--- src/rtl/dsp_output_stage_if.sv ---
// Handshake bundle for dsp_output_stage: upstream MAC result in, FIFO head and status out.
interface dsp_output_stage_if #(
  parameter int unsigned OUT_W = 18,
  parameter int unsigned DEPTH = 4
) ();
  localparam int unsigned LW = $clog2(DEPTH) + 1;

  logic [47:0]      p_in;
  logic             p_valid;
  logic [OUT_W-1:0] out_data;
  logic             out_valid;
  logic             out_ready;
  logic             sat_pulse;
  logic             overflow_err;
  logic [LW-1:0]    level;

  // Environment side: produces samples and consumes the FIFO head.
  modport master (
    output p_in, p_valid, out_ready,
    input  out_data, out_valid, sat_pulse, overflow_err, level
  );

  // Output stage side.
  modport slave (
    input  p_in, p_valid, out_ready,
    output out_data, out_valid, sat_pulse, overflow_err, level
  );
endinterface

--- src/rtl/dsp_output_stage.sv ---
// Output stage: round/shift/saturate the 48-bit MAC result, then buffer it in a small FIFO.
module dsp_output_stage #(
  parameter int unsigned SHIFT = 12,
  parameter int unsigned OUT_W = 18,
  parameter int unsigned DEPTH = 4
) (
  input logic               clk,
  input logic               rst_n,
  dsp_output_stage_if.slave bus
);
  localparam int unsigned PW = $clog2(DEPTH);
  localparam int unsigned LW = PW + 1;
  localparam logic [LW-1:0] DEPTH_L = LW'(DEPTH);

  // Half-LSB rounding constant; evaluates to zero when SHIFT is 0.
  localparam logic signed [48:0] RND  = (49'sd1 <<< SHIFT) >>> 1;
  localparam logic signed [48:0] MAXV = (49'sd1 <<< (OUT_W - 1)) - 49'sd1;
  localparam logic signed [48:0] MINV = -(49'sd1 <<< (OUT_W - 1));

  logic signed [48:0] p_ext;
  logic signed [48:0] r_full;
  logic [OUT_W-1:0]   s1_data_d;
  logic               s1_clip_d;

  logic               s1_valid_q;
  logic [OUT_W-1:0]   s1_data_q;
  logic               s1_clip_q;

  logic [OUT_W-1:0]   mem_q [DEPTH];
  logic [PW-1:0]      wr_ptr_q, rd_ptr_q, rd_nxt;
  logic [LW-1:0]      level_q, level_d;
  logic               out_valid_q;
  logic [OUT_W-1:0]   out_data_q, out_data_d;
  logic               sat_pulse_q;
  logic               ovf_q;

  logic               full, pop, wr_en;

  // Round half toward +inf in 49-bit arithmetic, then clip to the output range.
  always_comb begin
    p_ext     = {bus.p_in[47], bus.p_in};
    r_full    = (p_ext + RND) >>> SHIFT;
    s1_data_d = r_full[OUT_W-1:0];
    s1_clip_d = 1'b0;
    if (r_full > MAXV) begin
      s1_data_d = MAXV[OUT_W-1:0];
      s1_clip_d = 1'b1;
    end else if (r_full < MINV) begin
      s1_data_d = MINV[OUT_W-1:0];
      s1_clip_d = 1'b1;
    end
  end

  // Stage 1 register: rounded sample, its clip flag and a valid bit.
  always_ff @(posedge clk or negedge rst_n) begin
    if (!rst_n) begin
      s1_valid_q <= 1'b0;
      s1_data_q  <= '0;
      s1_clip_q  <= 1'b0;
    end else begin
      s1_valid_q <= bus.p_valid;
      s1_clip_q  <= bus.p_valid & s1_clip_d;
      if (bus.p_valid) s1_data_q <= s1_data_d;
    end
  end

  // FIFO control: a pop frees a slot on the same edge, so push-while-full succeeds only with a pop.
  always_comb begin
    full    = (level_q == DEPTH_L);
    pop     = out_valid_q & bus.out_ready;
    wr_en   = s1_valid_q & (~full | pop);
    level_d = level_q + LW'(wr_en) - LW'(pop);
    rd_nxt  = rd_ptr_q + PW'(1);
    // out_data is a register that mirrors the head: it follows the next stored entry after a pop,
    // takes the incoming sample when that sample becomes the head, and otherwise holds.
    out_data_d = out_data_q;
    if (pop && level_q > LW'(1))
      out_data_d = mem_q[rd_nxt];
    else if (wr_en && (level_q == '0 || (pop && level_q == LW'(1))))
      out_data_d = s1_data_q;
  end

  // Sample storage; only written by an accepted push.
  always_ff @(posedge clk) begin
    if (wr_en) mem_q[wr_ptr_q] <= s1_data_q;
  end

  // Pointers, occupancy and registered outputs.
  always_ff @(posedge clk or negedge rst_n) begin
    if (!rst_n) begin
      wr_ptr_q    <= '0;
      rd_ptr_q    <= '0;
      level_q     <= '0;
      out_valid_q <= 1'b0;
      out_data_q  <= '0;
      sat_pulse_q <= 1'b0;
      ovf_q       <= 1'b0;
    end else begin
      if (wr_en) wr_ptr_q <= wr_ptr_q + PW'(1);
      if (pop)   rd_ptr_q <= rd_nxt;
      level_q     <= level_d;
      out_valid_q <= (level_d != '0);
      out_data_q  <= out_data_d;
      sat_pulse_q <= wr_en & s1_clip_q;
      ovf_q       <= ovf_q | (s1_valid_q & full & ~pop);
    end
  end

  assign bus.out_data     = out_data_q;
  assign bus.out_valid    = out_valid_q;
  assign bus.sat_pulse    = sat_pulse_q;
  assign bus.overflow_err = ovf_q;
  assign bus.level        = level_q;
endmodule

--- src/flat_wrapper.sv ---
// flat-port wrapper written by rule: the top's interface ports become plain ports
module dsp_output_stage_flat 
#(
  parameter int unsigned SHIFT = 12,
  parameter int unsigned OUT_W = 18,
  parameter int unsigned DEPTH = 4
)
  (clk, rst_n, bus_p_in, bus_p_valid, bus_out_ready, bus_out_data, bus_out_valid, bus_sat_pulse, bus_overflow_err, bus_level);
  dsp_output_stage_if #(.OUT_W(OUT_W), .DEPTH(DEPTH)) bus_i ();
  input logic clk;
  input logic rst_n;
  input wire logic [$bits(bus_i.p_in)-1:0] bus_p_in;
  input wire logic [$bits(bus_i.p_valid)-1:0] bus_p_valid;
  input wire logic [$bits(bus_i.out_ready)-1:0] bus_out_ready;
  output wire logic [$bits(bus_i.out_data)-1:0] bus_out_data;
  output wire logic [$bits(bus_i.out_valid)-1:0] bus_out_valid;
  output wire logic [$bits(bus_i.sat_pulse)-1:0] bus_sat_pulse;
  output wire logic [$bits(bus_i.overflow_err)-1:0] bus_overflow_err;
  output wire logic [$bits(bus_i.level)-1:0] bus_level;
  assign bus_i.p_in = bus_p_in;
  assign bus_i.p_valid = bus_p_valid;
  assign bus_i.out_ready = bus_out_ready;
  assign bus_out_data = bus_i.out_data;
  assign bus_out_valid = bus_i.out_valid;
  assign bus_sat_pulse = bus_i.sat_pulse;
  assign bus_overflow_err = bus_i.overflow_err;
  assign bus_level = bus_i.level;
  dsp_output_stage #(.SHIFT(SHIFT), .OUT_W(OUT_W), .DEPTH(DEPTH)) u_core (.clk(clk), .rst_n(rst_n), .bus(bus_i));
endmodule
--- config.mk ---
export PLATFORM = sky130hd
export DESIGN_NAME = dsp_output_stage_flat
export DESIGN_NICKNAME = d
export VERILOG_FILES = /design/src/rtl/dsp_output_stage_if.sv /design/src/rtl/dsp_output_stage.sv /design/src/flat_wrapper.sv
export SDC_FILE = /design/constraint.sdc
export NUM_CORES = 1
export LEC_CHECK = 0
export CAP_MARGIN = 20
export CORE_MARGIN = 3
export CORE_UTILIZATION = 51
export CTS_CLUSTER_DIAMETER = 200
export CTS_CLUSTER_SIZE = 12
export DETAILED_ROUTE_END_ITERATION = 12
export PLACE_DENSITY = 0.76
export SLEW_MARGIN = 20
export SYNTH_ARGS = -nofsm -noshare
export SYNTH_HDL_FRONTEND = slang
export SYNTH_SLANG_ARGS = --single-unit
--- constraint.sdc ---
create_clock -name clk -period 4.5 [get_ports clk]
set_input_delay 0.9 -clock clk [delete_from_list [all_inputs] [get_ports clk]]
set_output_delay 0.9 -clock clk [all_outputs]
set_load 0.02 [all_outputs]
# == Word-level counts from Yosys, hierarchy flattened ==
# Memory sizes are Yosys's and may differ from the RTL's.
# Index checks and enable logic that the tools add are counted.
# totals
regBits,48
ramBits,72
out_inout_bits,24
n_memories,1
# mem_list
memory,depth,width,rd,rd_clocked_by_memory_dff,wr,line_no,source
u_core.mem_q,4,18,1,0,1,dsp_output_stage.sv:29,logic [OUT_W-1:0] mem_q [DEPTH];
# op_classes
add_sub_neg,5
magnitude_cmp,3
eq_ne,2
muxes,8
bitwise_logic,10
reduce_logical,7
# op_table
cell,count
18-bit two-way mux,4
48-bit by 13-bit adder with 49-bit output (second input constant),1
37-bit by 18-bit > comparator with 1-bit output (second input constant),1
37-bit by 18-bit < comparator with 1-bit output (second input constant),1
1-bit AND,6
2-bit by 1-bit adder with 2-bit output (second input constant),2
1-bit two-way mux,4
3-bit by 1-bit adder with 3-bit output,1
3-bit by 1-bit equality test with 1-bit output (second input constant),1
3-bit equality test (second input constant),1
3-bit by 1-bit > comparator with 1-bit output (second input constant),1
1-bit logical AND,3
3-bit zero test,1
3-bit nonzero test,1
3-bit by 1-bit subtractor with 3-bit output,1
1-bit NOT,2
1-bit OR,2
2-bit nonzero test,1
1-bit logical OR,1

# == Longest topological paths before layout ==
# depth
depth_word,7
ltp_mapped,10
mapped_depth_nobuf,9

# == Least setup slack after synthesis ==
# Ideal clock, no wire load.
# synth_path
kind,in2reg
start,input port bus_p_in[36]
end,register u_core.s1_data_q[0]
setup_ps,124
arrival_ps,2803
required_time_ps,4376
setup_slack_ps,1573
stages,10
path_buffers,2
cell_sequence,clkbuf_2 and3_1 and2_0 and4_1 mux2_1 a41oi_1 or4_4 o211ai_4 buf_6 o21ai_1
# synth_between
elab_chain_cells,4
word_cells_on_any_way,5
cone_classes,add/sub (1); order compare (2); mux (2)
# synth_rtl
element,line_no,source
"start, declared",flat_wrapper.sv:12,input wire logic [$bits(bus_i.p_in)-1:0] bus_p_in;
48-bit by 13-bit adder with 49-bit output (*),dsp_output_stage.sv:42,r_full = (p_ext + RND) >>> SHIFT;
37-bit by 18-bit < comparator with 1-bit output,dsp_output_stage.sv:48,end else if (r_full < MINV) begin
18-bit two-way mux,dsp_output_stage.sv:48,
18-bit two-way mux (*),dsp_output_stage.sv:45,if (r_full > MAXV) begin
"end signal, assigned",dsp_output_stage.sv:63,if (bus.p_valid) s1_data_q <= s1_data_d;
"end, declared",dsp_output_stage.sv:26,logic [OUT_W-1:0] s1_data_q;
# Every way passes the cells marked *; elsewhere a longest branch is shown, timed or not.
# A chain may end at the register's enable or synchronous reset.

# == Worst setup path after layout ==
# layout_path
start,input port bus_p_in[31]
end,register u_core.s1_data_q[5]
# The elaborated chain is that of the path after synthesis.

==> impl_metrics.csv <==
group,metric,value,unit
critical_path,crit_slowest_cell,"nor2b_1",
min_path,hp-class,"flop to flop",
synth,syn_avg_cell_area,12.71,sq um
pwr,irDropWorstVdd,456.1,uV
synth,synth_fp_nets,514,
clock_tree,cts_resized,0,
critical_path,arrival,3980,ps
pwr,switchingPower,0.001272,W
sta,slew_violations,0,
clock_tree,root_buffer,"clkbuf_16",
layout,drive_above_1_share,13.01,%
die,die-area,12580,sq um
drt,routed_via_density,5.782,
synth,seq_area_frac_synth,58.52,%
clock_tree,post_cts_buffers,0,
layout,nets,587,
pwr,p_seq_share,39.5,%
grt,grt_pass1_vias,4040,
synth,yosysTopAreaCellShare,37.62,%
critical_path,critPathMostFrequentCell,"nand4_1",
synth,ys.flop_type,"edfxtp_1",
drt,ant_nets,0,
synth,yosys.area.top_type,"edfxtp_1",
die,fp.dieW,112.2,um
sta,worst_slack,752.7,ps
clock_tree,cts_buffer_depth,2,
pwr,p_sw_share,29.87,%
drt,drc_errors,0,
critical_path,cpLargestDelayFamily,"simple AND/OR/NAND/NOR gates",
pwr,p_comb_share,27.7,%
critical_path,path_class,"input pin to flop",
grt,grt_pass1_wl,20330,um
pwr,power_leakage,2.597,nW
critical_path,crit_path_end_kind,"flop",
synth,ys_warn_count,0,
sta,finalCritPeriodShare,83.27,%
synth,synth_compound_area_share,7.773,%
synth,muxShareOfSynthArea,11.28,%
drt,post_drt_wl_per_cell,17.90,um
clock_tree,cts_tree,"done",
drt,drt_iter0_drc,272,
placement,dp_hpwl,8089,um
run_status,outcome,"finished, final reports clean",
clock_tree,htree_levels,4,
synth,synth_xor_area_share,3.963,%
clock_tree,clk_pin_slew,50,ps
critical_path,path_cells,"clkdlybuf4s50_1 -> nand4_1 -> nor4_1 -> nand4_1 -> xor2_1 -> nor4_1 -> nand4_1 -> nor2b_1 -> o21ai_0",
grt,grt_max_degree,49,
grt,antenna_found_initial,0,
die,row_count,38,
synth,synth_edf_count,72,
grt,grt.overflow.total,0,
layout,antenna_cells,0,
synth,ys_ff_latch,120,
sta,rsz0062_at_grt,"false",
sta,setup_tns,0,ps
sta,max_freq,0.2669,GHz
sta,max_slew_margin,35.24,%
sta,final.min_clock_period,3747,ps
clock_tree,cts_buffers,17,
synth,synth-adder-area-share,2.308,%
grt,track_usage,20.65,%
synth,synthDistinctLibCells,57,
layout,area_growth,24.80,%
critical_path,startpoint_type,"input pin",
clock_tree,hold_buffers,0,
synth,synth_area,5747,sq um
synth,yosys.area_share.simple,14.02,%
critical_path,critPathRequiredTime,4730,ps
die,die_h,112.2,um
sta,setup_viol,0,
synth,synthTopCellsByArea,"edfxtp_1 38%, dfrtp_1 21%, mux4_2 7.1%, o21ai_0 4.1%, mux2i_1 3.8%",
layout,fin_util,65.58,%
pwr,p_clk_share,32.8,%
synth,synth_top_family_by_area,"simple AND/OR/NAND/NOR gates",
synth,syn_inst,452,
sta,worst_slew_pin_slew,969.4,ps
placement,dpl_cell_area,6550,sq um
die,ios,76,
critical_path,crit_path_max_incr_delay,780,ps
die,core,10940,sq um
layout,design_area,7172,sq um
critical_path,critPathBufInv,1,
clock_tree,clock_latency,410,ps
synth,async_flop_share,40.00,%
drt,vias,3920,
sta,finClkSkew,11.17,ps
die,initial_core_util,52.55,%
critical_path,worst-path-max-fanout,17,
clock_tree,cts_num_sinks,120,
job,max-cap-violations,0,
placement,dp_worst_setup_slack,431.9,ps
drt,firstDrtPassIters,5,
drt,wirelength,12140,um
pwr,power_density,593.7,nW/um^2
placement,globalplace.congestion,0.8673,
pwr,p_int,0.002986,W
placement,portBuffers,64,
sta,hold_viol,0,
-- power by group through the flow --
stage / logic, W / clock network, W / registers, W
global route: 0.00129 / 0.00147 / 0.00172
floorplan: 0.000656 / 0 / 0.00172
detailed placement: 0.00117 / 0 / 0.00170
CTS: 0.00120 / 0.00142 / 0.00168
global placement: 0.00112 / 0 / 0.00168
finish: 0.00118 / 0.00140 / 0.00168
-- Yosys cell counts (3+ instances only) --
master and number:
buf_1 3, nand4_1 14, nor2_1 13, and4_1 6, ha_1 9, nand2_1 52, xnor2_1 11, a21oi_1 5
o21ai_0 47, dfrtp_1 48, inv_1 12, nor4_1 3, o21ai_1 10, xor2_1 15, mux4_2 18, and3_1 10
nor3_1 3, mux2i_1 22, edfxtp_1 72, and2_1 8, nand3_1 14, nor3b_1 5, clkbuf_1 12
-- layout make-up --
type | count | area, sq um
Clock inverter | 13 | 176.4
Sequential cell | 120 | 3363
Fill cell | 781 | 3764
Multi-Input combinational cell | 302 | 2271
Tap cell | 140 | 175.2
Timing Repair Buffer | 72 | 698.2
Inverter | 12 | 45.04
Clock buffer | 19 | 442.9
-- metrics by stage --
stage | hold WS, ps | std cells | power, W
after global placement | 437.6 | 646 | 0.002801
after floorplan | 427.7 | 452 | 0.002374
after global routing | 499.4 | 678 | 0.004478
after CTS | 460.5 | 678 | 0.004301
final | 452.5 | 678 | 0.004258
after detailed placement | 442.5 | 646 | 0.002870
-- cells in the final DEF (no fill, tap or decap), drive strengths merged, types with 2 or more instances in the layout --
cell type      Yosys  routed
a21oi              5       5
a31oi              2       2
and2               9       9
and3              10      10
and4               6       6
buf                5       9
bufinv             0       4
clkbuf            13      19
clkdlybuf4s50      0      63
clkinv             0       6
clkinvlp           0       2
dfrtp             48      48
edfxtp            72      72
ha                 9       9
inv               12      13
mux2               2       2
mux2i             22      22
mux4              18      18
nand2             52      52
nand3             15      15
nand3b             2       2
nand4             16      16
nor2              15      15
nor2b              2       2
nor3               4       4
nor3b              5       5
nor4               4       4
o2111ai            2       2
o211ai             2       2
o21ai             57      57
or3                2       2
or4                2       2
xnor2             11      11
xor2              15      15
-- kinds of logic after synthesis --
logic type / count (synthesis)
muxes: 42
AOI/OAI and AO/OA: 77
xor gates and xnor gates: 26
adders and majority gates: 10
buffers and inverters: 30
DFF: 120
and+or+nand+nor: 147
-- routing by layer --
metal  vias up  wire (um)  GRT usage [%]
met5         -          0              0
met4         0        134          6.010
met3        12        850          5.984
met2       153       6102          33.93
met1      1905       5050          26.96
li1       1850          -              -
-- flip-flops by register name, indices dropped and copies added, names as in the netlist --
name,cells
u_core.s1_valid_q,1
u_core.rd_ptr_q,2
u_core.s1_data_q,18
u_core.wr_ptr_q,2
u_core.s1_clip_q,1
u_core.bus.out_data,18
u_core.bus.overflow_err,1
u_core.bus.level,3
u_core.bus.sat_pulse,1
u_core.mem_q,72
u_core.bus.out_valid,1
-- path summary, 6_finish.rpt --
path,from,to,slack [ps],cells after the start
max,bus_p_in[31],u_core.s1_data_q[5]$_DFFE_PN0P_,750,9
min,u_core.s1_clip_q$_DFF_PN0_,u_core.bus.sat_pulse$_DFF_PN0_,450,1
max reg2reg,u_core.bus.out_valid$_DFF_PN0_,u_core.bus.out_valid$_DFF_PN0_,2020,7
min reg2reg,u_core.s1_clip_q$_DFF_PN0_,u_core.bus.sat_pulse$_DFF_PN0_,450,1
max in group asynchronous,rst_n,u_core.bus.level[0]$_DFF_PN0_,3540,1
min in group asynchronous,rst_n,u_core.bus.out_data[3]$_DFFE_PN0P_,500,1
Power figures use the tool's default switching activity.
